<file path="config.mk">
export PLATFORM = sky130hd
export DESIGN_NAME = mips_multicycle_ctrl_flat
export DESIGN_NICKNAME = d
export VERILOG_FILES = /design/src/rtl/mips_multicycle_ctrl_if.sv /design/src/rtl/mips_multicycle_ctrl.sv /design/src/flat_wrapper.sv
export SDC_FILE = /design/constraint.sdc
export NUM_CORES = 1
export LEC_CHECK = 0
export CAP_MARGIN = 25
export CORE_UTILIZATION = 35
export CTS_CLUSTER_DIAMETER = 50
export DETAILED_ROUTE_END_ITERATION = 8
export DONT_BUFFER_PORTS = 1
export PLACE_DENSITY = 0.45
export SLEW_MARGIN = 30
export SYNTH_ARGS = -nofsm -noshare
export SYNTH_HDL_FRONTEND = slang
export SYNTH_SLANG_ARGS = --single-unit
</file>
<file path="constraint.sdc">
create_clock -name clk -period 2 [get_ports clk]
set_input_delay 0.1 -clock clk [delete_from_list [all_inputs] [get_ports clk]]
set_output_delay 0.1 -clock clk [all_outputs]
set_load 0.1 [all_outputs]
</file>
<file path="src/rtl/mips_multicycle_ctrl_if.sv">
// mips_multicycle_ctrl_if
// Bundles the controller's view of the datapath: instruction fields and the
// ALU zero flag come in, mux selects / write enables / ALU control go out.
//   master : the control unit (drives selects and enables)
//   slave  : the datapath (drives op, funct, zero)
interface mips_multicycle_ctrl_if #(
    parameter int OP_WIDTH       = 6,
    parameter int FUNCT_WIDTH    = 6,
    parameter int ALU_CTRL_WIDTH = 3
);
    logic [OP_WIDTH-1:0]       op;
    logic [FUNCT_WIDTH-1:0]    funct;
    logic                      zero;
    logic                      pc_en;
    logic                      iord;
    logic                      mem_write;
    logic                      ir_write;
    logic                      reg_dst;
    logic                      mem_to_reg;
    logic                      reg_write;
    logic                      alu_src_a;
    logic [1:0]                alu_src_b;
    logic [1:0]                pc_src;
    logic [ALU_CTRL_WIDTH-1:0] alu_ctrl;
    logic                      instr_done;
    logic                      illegal_op;

    modport master (
        input  op, funct, zero,
        output pc_en, iord, mem_write, ir_write, reg_dst, mem_to_reg,
               reg_write, alu_src_a, alu_src_b, pc_src, alu_ctrl,
               instr_done, illegal_op
    );

    modport slave (
        output op, funct, zero,
        input  pc_en, iord, mem_write, ir_write, reg_dst, mem_to_reg,
               reg_write, alu_src_a, alu_src_b, pc_src, alu_ctrl,
               instr_done, illegal_op
    );
endinterface

</file>
<file path="src/rtl/mips_multicycle_ctrl.sv">
// mips_multicycle_ctrl
// Main control unit of the multi-cycle MIPS core: a Moore FSM stepping each
// instruction through fetch/decode/execute/memory/writeback, plus the ALU
// decoder.
//   clk   : core clock, rising edge
//   rst_n : asynchronous active-low reset (state forced to FETCH)
//   bus   : master side of mips_multicycle_ctrl_if (op/funct/zero in,
//           datapath selects, write enables, alu_ctrl, status pulses out)
module mips_multicycle_ctrl #(
    parameter int OP_WIDTH       = 6,
    parameter int FUNCT_WIDTH    = 6,
    parameter int ALU_CTRL_WIDTH = 3
) (
    input  logic                    clk,
    input  logic                    rst_n,
    mips_multicycle_ctrl_if.master  bus
);
    localparam logic [OP_WIDTH-1:0] OP_RTYPE = OP_WIDTH'(6'b000000);
    localparam logic [OP_WIDTH-1:0] OP_LW    = OP_WIDTH'(6'b100011);
    localparam logic [OP_WIDTH-1:0] OP_SW    = OP_WIDTH'(6'b101011);
    localparam logic [OP_WIDTH-1:0] OP_BEQ   = OP_WIDTH'(6'b000100);
    localparam logic [OP_WIDTH-1:0] OP_ADDI  = OP_WIDTH'(6'b001000);
    localparam logic [OP_WIDTH-1:0] OP_J     = OP_WIDTH'(6'b000010);

    localparam logic [ALU_CTRL_WIDTH-1:0] ALU_ADD = ALU_CTRL_WIDTH'(3'b010);
    localparam logic [ALU_CTRL_WIDTH-1:0] ALU_SUB = ALU_CTRL_WIDTH'(3'b110);
    localparam logic [ALU_CTRL_WIDTH-1:0] ALU_AND = ALU_CTRL_WIDTH'(3'b000);
    localparam logic [ALU_CTRL_WIDTH-1:0] ALU_OR  = ALU_CTRL_WIDTH'(3'b001);
    localparam logic [ALU_CTRL_WIDTH-1:0] ALU_SLT = ALU_CTRL_WIDTH'(3'b111);

    typedef enum logic [3:0] {
        S_FETCH, S_DECODE, S_MEMADR, S_MEMRD, S_MEMWB, S_MEMWR,
        S_EXECUTE, S_ALUWB, S_BRANCH, S_ADDIEXEC, S_ADDIWB, S_JUMP
    } state_t;

    // Encoding 00 doubles as the "unlisted" value, so idle states add.
    typedef enum logic [1:0] {AO_ADD = 2'b00, AO_SUB = 2'b01, AO_FUNCT = 2'b10} aluop_t;

    state_t state;
    logic   op_legal;

    assign op_legal = (bus.op == OP_LW) || (bus.op == OP_SW) || (bus.op == OP_RTYPE) ||
                      (bus.op == OP_BEQ) || (bus.op == OP_ADDI) || (bus.op == OP_J);

    always_ff @(posedge clk or negedge rst_n) begin
        if (!rst_n) begin
            state <= S_FETCH;
        end else begin
            case (state)
                S_FETCH:    state <= S_DECODE;
                S_DECODE: begin
                    if ((bus.op == OP_LW) || (bus.op == OP_SW)) state <= S_MEMADR;
                    else if (bus.op == OP_RTYPE)                state <= S_EXECUTE;
                    else if (bus.op == OP_BEQ)                  state <= S_BRANCH;
                    else if (bus.op == OP_ADDI)                 state <= S_ADDIEXEC;
                    else if (bus.op == OP_J)                    state <= S_JUMP;
                    else                                        state <= S_FETCH;
                end
                S_MEMADR:   state <= (bus.op == OP_LW) ? S_MEMRD : S_MEMWR;
                S_MEMRD:    state <= S_MEMWB;
                S_EXECUTE:  state <= S_ALUWB;
                S_ADDIEXEC: state <= S_ADDIWB;
                default:    state <= S_FETCH;  // last states and unused codes
            endcase
        end
    end

    logic   pc_write, branch, ir_wr, mem_wr, reg_wr, done, illegal;
    aluop_t aluop;

    always_comb begin
        pc_write       = 1'b0;
        branch         = 1'b0;
        ir_wr          = 1'b0;
        mem_wr         = 1'b0;
        reg_wr         = 1'b0;
        done           = 1'b0;
        illegal        = 1'b0;
        aluop          = AO_ADD;
        bus.iord       = 1'b0;
        bus.reg_dst    = 1'b0;
        bus.mem_to_reg = 1'b0;
        bus.alu_src_a  = 1'b0;
        bus.alu_src_b  = 2'b00;
        bus.pc_src     = 2'b00;
        case (state)
            S_FETCH: begin
                bus.alu_src_b = 2'b01;
                ir_wr         = 1'b1;
                pc_write      = 1'b1;
            end
            S_DECODE: begin
                bus.alu_src_b = 2'b11;
                illegal       = !op_legal;
                done          = !op_legal;
            end
            S_MEMADR: begin
                bus.alu_src_a = 1'b1;
                bus.alu_src_b = 2'b10;
            end
            S_MEMRD: bus.iord = 1'b1;
            S_MEMWB: begin
                bus.mem_to_reg = 1'b1;
                reg_wr         = 1'b1;
                done           = 1'b1;
            end
            S_MEMWR: begin
                bus.iord = 1'b1;
                mem_wr   = 1'b1;
                done     = 1'b1;
            end
            S_EXECUTE: begin
                bus.alu_src_a = 1'b1;
                aluop         = AO_FUNCT;
            end
            S_ALUWB: begin
                bus.reg_dst = 1'b1;
                reg_wr      = 1'b1;
                done        = 1'b1;
            end
            S_BRANCH: begin
                bus.alu_src_a = 1'b1;
                aluop         = AO_SUB;
                bus.pc_src    = 2'b01;
                branch        = 1'b1;
                done          = 1'b1;
            end
            S_ADDIEXEC: begin
                bus.alu_src_a = 1'b1;
                bus.alu_src_b = 2'b10;
            end
            S_ADDIWB: begin
                reg_wr = 1'b1;
                done   = 1'b1;
            end
            S_JUMP: begin
                bus.pc_src = 2'b10;
                pc_write   = 1'b1;
                done       = 1'b1;
            end
            default: ;
        endcase
    end

    // Enables are gated by rst_n so an asserted reset kills them at once,
    // without waiting for the state register to settle.
    assign bus.pc_en      = rst_n & (pc_write | (branch & bus.zero));
    assign bus.ir_write   = rst_n & ir_wr;
    assign bus.mem_write  = rst_n & mem_wr;
    assign bus.reg_write  = rst_n & reg_wr;
    assign bus.instr_done = rst_n & done;
    assign bus.illegal_op = rst_n & illegal;

    always_comb begin
        bus.alu_ctrl = ALU_ADD;
        case (aluop)
            AO_SUB: bus.alu_ctrl = ALU_SUB;
            AO_FUNCT: begin
                case (bus.funct)
                    FUNCT_WIDTH'(6'b100010): bus.alu_ctrl = ALU_SUB;
                    FUNCT_WIDTH'(6'b100100): bus.alu_ctrl = ALU_AND;
                    FUNCT_WIDTH'(6'b100101): bus.alu_ctrl = ALU_OR;
                    FUNCT_WIDTH'(6'b101010): bus.alu_ctrl = ALU_SLT;
                    default:                 bus.alu_ctrl = ALU_ADD;
                endcase
            end
            default: bus.alu_ctrl = ALU_ADD;
        endcase
    end
endmodule

</file>
<file path="src/flat_wrapper.sv">
// flat-port wrapper written by rule: the top's interface ports become plain ports
module mips_multicycle_ctrl_flat 
#(
    parameter int OP_WIDTH       = 6,
    parameter int FUNCT_WIDTH    = 6,
    parameter int ALU_CTRL_WIDTH = 3
)
  (clk, rst_n, bus_op, bus_funct, bus_zero, bus_pc_en, bus_iord, bus_mem_write, bus_ir_write, bus_reg_dst, bus_mem_to_reg, bus_reg_write, bus_alu_src_a, bus_alu_src_b, bus_pc_src, bus_alu_ctrl, bus_instr_done, bus_illegal_op);
  mips_multicycle_ctrl_if #(.OP_WIDTH(OP_WIDTH), .FUNCT_WIDTH(FUNCT_WIDTH), .ALU_CTRL_WIDTH(ALU_CTRL_WIDTH)) bus_i ();
  input  logic clk;
  input  logic rst_n;
  input wire logic [$bits(bus_i.op)-1:0] bus_op;
  input wire logic [$bits(bus_i.funct)-1:0] bus_funct;
  input wire logic [$bits(bus_i.zero)-1:0] bus_zero;
  output wire logic [$bits(bus_i.pc_en)-1:0] bus_pc_en;
  output wire logic [$bits(bus_i.iord)-1:0] bus_iord;
  output wire logic [$bits(bus_i.mem_write)-1:0] bus_mem_write;
  output wire logic [$bits(bus_i.ir_write)-1:0] bus_ir_write;
  output wire logic [$bits(bus_i.reg_dst)-1:0] bus_reg_dst;
  output wire logic [$bits(bus_i.mem_to_reg)-1:0] bus_mem_to_reg;
  output wire logic [$bits(bus_i.reg_write)-1:0] bus_reg_write;
  output wire logic [$bits(bus_i.alu_src_a)-1:0] bus_alu_src_a;
  output wire logic [$bits(bus_i.alu_src_b)-1:0] bus_alu_src_b;
  output wire logic [$bits(bus_i.pc_src)-1:0] bus_pc_src;
  output wire logic [$bits(bus_i.alu_ctrl)-1:0] bus_alu_ctrl;
  output wire logic [$bits(bus_i.instr_done)-1:0] bus_instr_done;
  output wire logic [$bits(bus_i.illegal_op)-1:0] bus_illegal_op;
  assign bus_i.op = bus_op;
  assign bus_i.funct = bus_funct;
  assign bus_i.zero = bus_zero;
  assign bus_pc_en = bus_i.pc_en;
  assign bus_iord = bus_i.iord;
  assign bus_mem_write = bus_i.mem_write;
  assign bus_ir_write = bus_i.ir_write;
  assign bus_reg_dst = bus_i.reg_dst;
  assign bus_mem_to_reg = bus_i.mem_to_reg;
  assign bus_reg_write = bus_i.reg_write;
  assign bus_alu_src_a = bus_i.alu_src_a;
  assign bus_alu_src_b = bus_i.alu_src_b;
  assign bus_pc_src = bus_i.pc_src;
  assign bus_alu_ctrl = bus_i.alu_ctrl;
  assign bus_instr_done = bus_i.instr_done;
  assign bus_illegal_op = bus_i.illegal_op;
  mips_multicycle_ctrl #(.OP_WIDTH(OP_WIDTH), .FUNCT_WIDTH(FUNCT_WIDTH), .ALU_CTRL_WIDTH(ALU_CTRL_WIDTH)) u_core (.clk(clk), .rst_n(rst_n), .bus(bus_i));
endmodule
</file>
======== Word-level counts from Yosys, hierarchy flattened ========
Index checks and enable logic that the tools add are counted.
W data, S select, Z words.
operators by class
  equal/unequal tests ..................... 22
  reductions and logical operators ........ 14
  bitwise logic cells ..................... 8
  muxes and demuxes ....................... 23
operators with widths
  operator              number
  $eq A6 B6 Y1 const B  6
  $pmux W4 S6           1
  $mux W4               5
  $eq A4 B3 Y1 const B  4
  $eq A4 B4 Y1 const B  4
  $pmux W3 S4           1
  $mux W1               10
  $eq A4 B2 Y1 const B  2
  $pmux W2 S2           2
  $and A1 B1 Y1         7
  $eq A6 B2 Y1 const B  1
  $eq A6 B3 Y1 const B  1
  $eq A6 B4 Y1 const B  1
  $logic_not A6 Y1      1
  $pmux W2 S3           1
  $pmux W3 S2           1
  $reduce_or A2 Y1      3
  $reduce_or A6 Y1      1
  $logic_or A1 B1 Y1    5
  $eq A4 B1 Y1 const B  1
  $logic_not A4 Y1      1
  $reduce_or A4 Y1      1
  $mux W3               1
  $reduce_or A3 Y1      1
  other kinds (5)       5
word-level totals
  flip-flop bits (word level) ............. 4
  output and inout bits ................... 17
  input bits .............................. 15
  word-level logic and storage cells ...... 68

======== Logic depth before layout (Yosys ltp) ========
  depth in word-level cells ............... 9
  depth in mapped cells ................... 8
  depth with buffers taken out ............ 7

======== Worst setup path after synthesis ========
Ideal clock, no wire load.
  path kind ............................... register to output
  start point ............................. register u_core.state[3]
  end point ............................... output bus_instr_done
  data arrival time ....................... 3138 ps
  slack ................................... -1238 ps
  path buffers ............................ 1
  cell stages (with the launch flop) ...... 5
  data required time ...................... 1900 ps
  cells stage by stage .................... dfrtp_1 > buf_2 > nor2_1 > nand3_1 > o32ai_1
between the ends
  word-level cells in the longest chain between the ends .. 4
ends and longest elaborated chain
  item                                                 line                         source
  start, declared                                      mips_multicycle_ctrl.sv:39   state_t state;
  start signal, assigned                               mips_multicycle_ctrl.sv:59   S_MEMADR: state <= (bus.op == OP_LW) ? S_MEMRD : S_MEMWR;
  $eq A4 B3 Y1 / $eq A4 B4 Y1 (equally long branches)  mips_multicycle_ctrl.sv:86   case (state)
  $reduce_or A6 Y1 (no line)                           -
  $pmux W1 S2 *                                        mips_multicycle_ctrl.sv:86
  $and A1 B1 Y1 *                                      mips_multicycle_ctrl.sv:151  assign bus.instr_done = rst_n & done;
  end, declared                                        flat_wrapper.sv:26           output wire logic [$bits(bus_i.instr_done)-1:0] bus_instr_done;
Every way passes the cells marked *; elsewhere a longest branch is shown, timed or not.

======== Worst setup path after layout ========
  start point ............................. register u_core.state[0]
  end point ............................... output bus_alu_src_a
between the ends
  word-level cells in the longest chain between the ends .. 3
ends and longest elaborated chain
  item                                        line                        source
  $eq A4 B2 Y1, or another cell as far along  mips_multicycle_ctrl.sv:86
  $reduce_or A4 Y1 (no line) *                -
  $mux W1 *                                   mips_multicycle_ctrl.sv:86
  end, declared                               flat_wrapper.sv:22          output wire logic [$bits(bus_i.alu_src_a)-1:0] bus_alu_src_a;
Marked as above.

==> impl_metrics.json <==
{
  "fmax_mhz": 506,
  "async_reset_ff_frac": 1.00,
  "synth_largest_area_cell": "dfrtp_1",
  "largest_register": "u_core.state",
  "portBuffers": 0,
  "overflow": 0,
  "largest_reg_flops": 4,
  "vias": 766,
  "synth_cells": 87,
  "finClkSkew_ps": 1.19,
  "cts.sinks": 4,
  "ys_top_cells_by_area": "dfrtp_1, ha_1, nand3_1",
  "critPathLaunchType": "flip-flop",
  "synth_warnings": 0,
  "grt_first_pass_wirelength_um": 3140,
  "status": "complete, but fails checks",
  "hp-class": "in2reg",
  "grt_start_max_net_pins": 11,
  "wl_per_cell_um": 15.3,
  "tightest_slew_ps": 485,
  "grt_antenna_before_repair": 0,
  "path_clk_slew_ps": 40,
  "rsz0062_at_grt": "true",
  "worstRegToRegCells": 5,
  "synth_nets": 105,
  "die_h_um": 43.6,
  "grt_pass1_vias": 736,
  "path_class": "reg2out",
  "maxSlewViolCount": 0,
  "synth_top_area_frac": 0.165,
  "crit_path_end": "bus_alu_src_a",
  "die_area_mm2": 0.00190,
  "cts_tree": "built",
  "ios": 32,
  "via_per_inst": 5.89,
  "drive_gt1_frac": 0.509,
  "route.detailed.drc": 2,
  "syn_to_final_growth_pct": 83.5,
  "worst_slew_margin_rel": 0.676,
  "crit_required_ps": 1900,
  "post-route-period-util": 0.987,
  "start_util": 0.388,
  "whs_ps": 116,
  "die_w_um": 43.6,
  "endpoint_kind": "output pin",
  "drt_first_pass_iters": 6,
  "timing.rr.end": "u_core.state[0]",
  "synth.cell_area_um2": 606,
  "ys.flop_type": "dfrtp_1",
  "drt_iter0_markers": 31,
  "yosys-top-cells-count": "nand2_1, nor2_1, inv_1",
  "cts_buffer_depth": 2,
  "postRouteWirelength_um": 1990,
  "coreArea_mm2": 0.00156,
  "setup.worst_path.start": "u_core.state[0]",
  "setup_viol_count_final": 0,
  "track_usage": 0.222,
  "p_leak_nw": 0.433,
  "p_per_area_mw_per_mm2": 1240,
  "insertion_delay_ps": 230,
  "final_nets": 134,
  "ys_seq_area_frac": 0.165,
  "r2r_slack_ps": 440,
  "post-dp-hpwl_um": 1420,
  "hold_depth": 2,
  "largest_registers": "u_core.state (4)",
  "cts_root_buf": "clkbuf_4",
  "ir_drop_mv": 0.815,
  "finalCriticalPeriod_ps": 1970,
  "synth.distinct_cells": 38,
  "synth.avg_cell_area_um2": 6.96,
  "num_rows": 14,
  "setup_slack_ps": 25.1,
  "drv_cap": 0,
  "routabilityCongestion": 0.872,
  "violations": "DRC",
  "hold_violations": 0,
  "num_antenna_cells": 0,
  "cp_max_fo": 7,
  "r2r_start": "u_core.state[2]",
  "ant_nets": 0,
  "htree_levels": 1,
  "cp.arrival_ps": 1870,
  "synth_edf_count": 0,
  "ys_seq_elements": 4,
  "cts_buffers": 3,
  "dp_slack_ps": 229
}
-- per-layer routing --
metal | vias up | wire length (um) | global-route usage
li1 | 374 | - | -
met1 | 353 | 868 | 0.291
met2 | 37 | 998 | 0.370
met3 | 2 | 110 | 0.0167
met4 | 0 | 13 | 0.100
met5 | - | 0 | 0
-- metrics by stage --
stage / setup TNS (ps) / utilization / cell area, um2 / std cells / power [mW]
global placement: 0 / 0.651 / 1010 / 122 / 1.21
CTS: 0 / 0.690 / 1080 / 128 / 1.33
floorplan: -1880 / - / 709 / 87 / 0.875
detailed placement: 0 / 0.651 / 1010 / 122 / 1.21
finish: 0 / 0.713 / 1110 / 130 / 1.38
global route: -51.5 / 0.713 / 1110 / 130 / 1.44
-- power by group --
group	internal [mW]	leakage, nW	total [mW]	switching (mW)
combinational	0.370	0.371	1.14	0.768
clock	0.0673	0.0138	0.102	0.0350
sequential	0.103	0.0489	0.140	0.0371
-- worst min path at each step --
| stage | startpoint | to | slack, ps |
|---|---|---|---|
| after global placement | rst_n | u_core.state[1] | -200 |
| after global routing | rst_n | u_core.state[3] | 130 |
| after CTS | bus_op[5] | u_core.state[2] | 100 |
| final | bus_op[5] | u_core.state[2] | 120 |
| after floorplan | rst_n | u_core.state[0] | -200 |
| after detailed placement | rst_n | u_core.state[1] | -200 |
-- final cells by class --
cell class,count,area (um2)
Clock buffer,3,22.5
Fill cell,122,448
Inverter,7,30.0
Multi-Input combinational cell,72,617
Sequential cell,4,104
Tap cell,16,20.0
Timing Repair Buffer,28,318
-- logic make-up (layout without fill, tap and decap cells) --
group / count (synthesis) / in the layout / share of synthesized area
AOI/OAI and AO/OA: 21 / 21 / 0.258
xor gates and xnor gates: 2 / 2 / 0.0289
DFF: 4 / 4 / 0.165
adders and majority gates: 3 / 3 / 0.0620
buffers and inverters: 11 / 38 / 0.0744
and+or+nand+nor: 46 / 46 / 0.411
-- placed cells by master (no fill, tap or decap), types with 2 or more instances in the layout --
master	instances
nor2b_4	3
and3_1	2
buf_12	8
nor3_1	2
nand3_1	5
nand2_1	6
o21ai_0	2
nor3_4	4
nor2_2	3
ha_1	2
a21oi_2	2
buf_4	17
nand2_2	2
dfrtp_2	3
dlygate4sd3_1	3
nor2_1	4
o41ai_1	2
nand2b_1	3
inv_1	6
clkbuf_4	3
-- worst max-delay path, stage by stage (launching register included) --
cell and delay, ps:
dfrtp_2 440, buf_4 150, or3b_2 500, a21boi_0 170, o21ai_2 190, buf_12 200
-- timing repair --
action                                  in CTS  in global routing
hold buffers                                 3                  0
resized for setup                            4                  6
hold endpoints to repair                     5                  0
pin swaps                                    0                  1
buffers inserted                             0                  2
endpoints found under the setup margin       1                  3
Note: power is estimated with default switching activity, not from simulation.
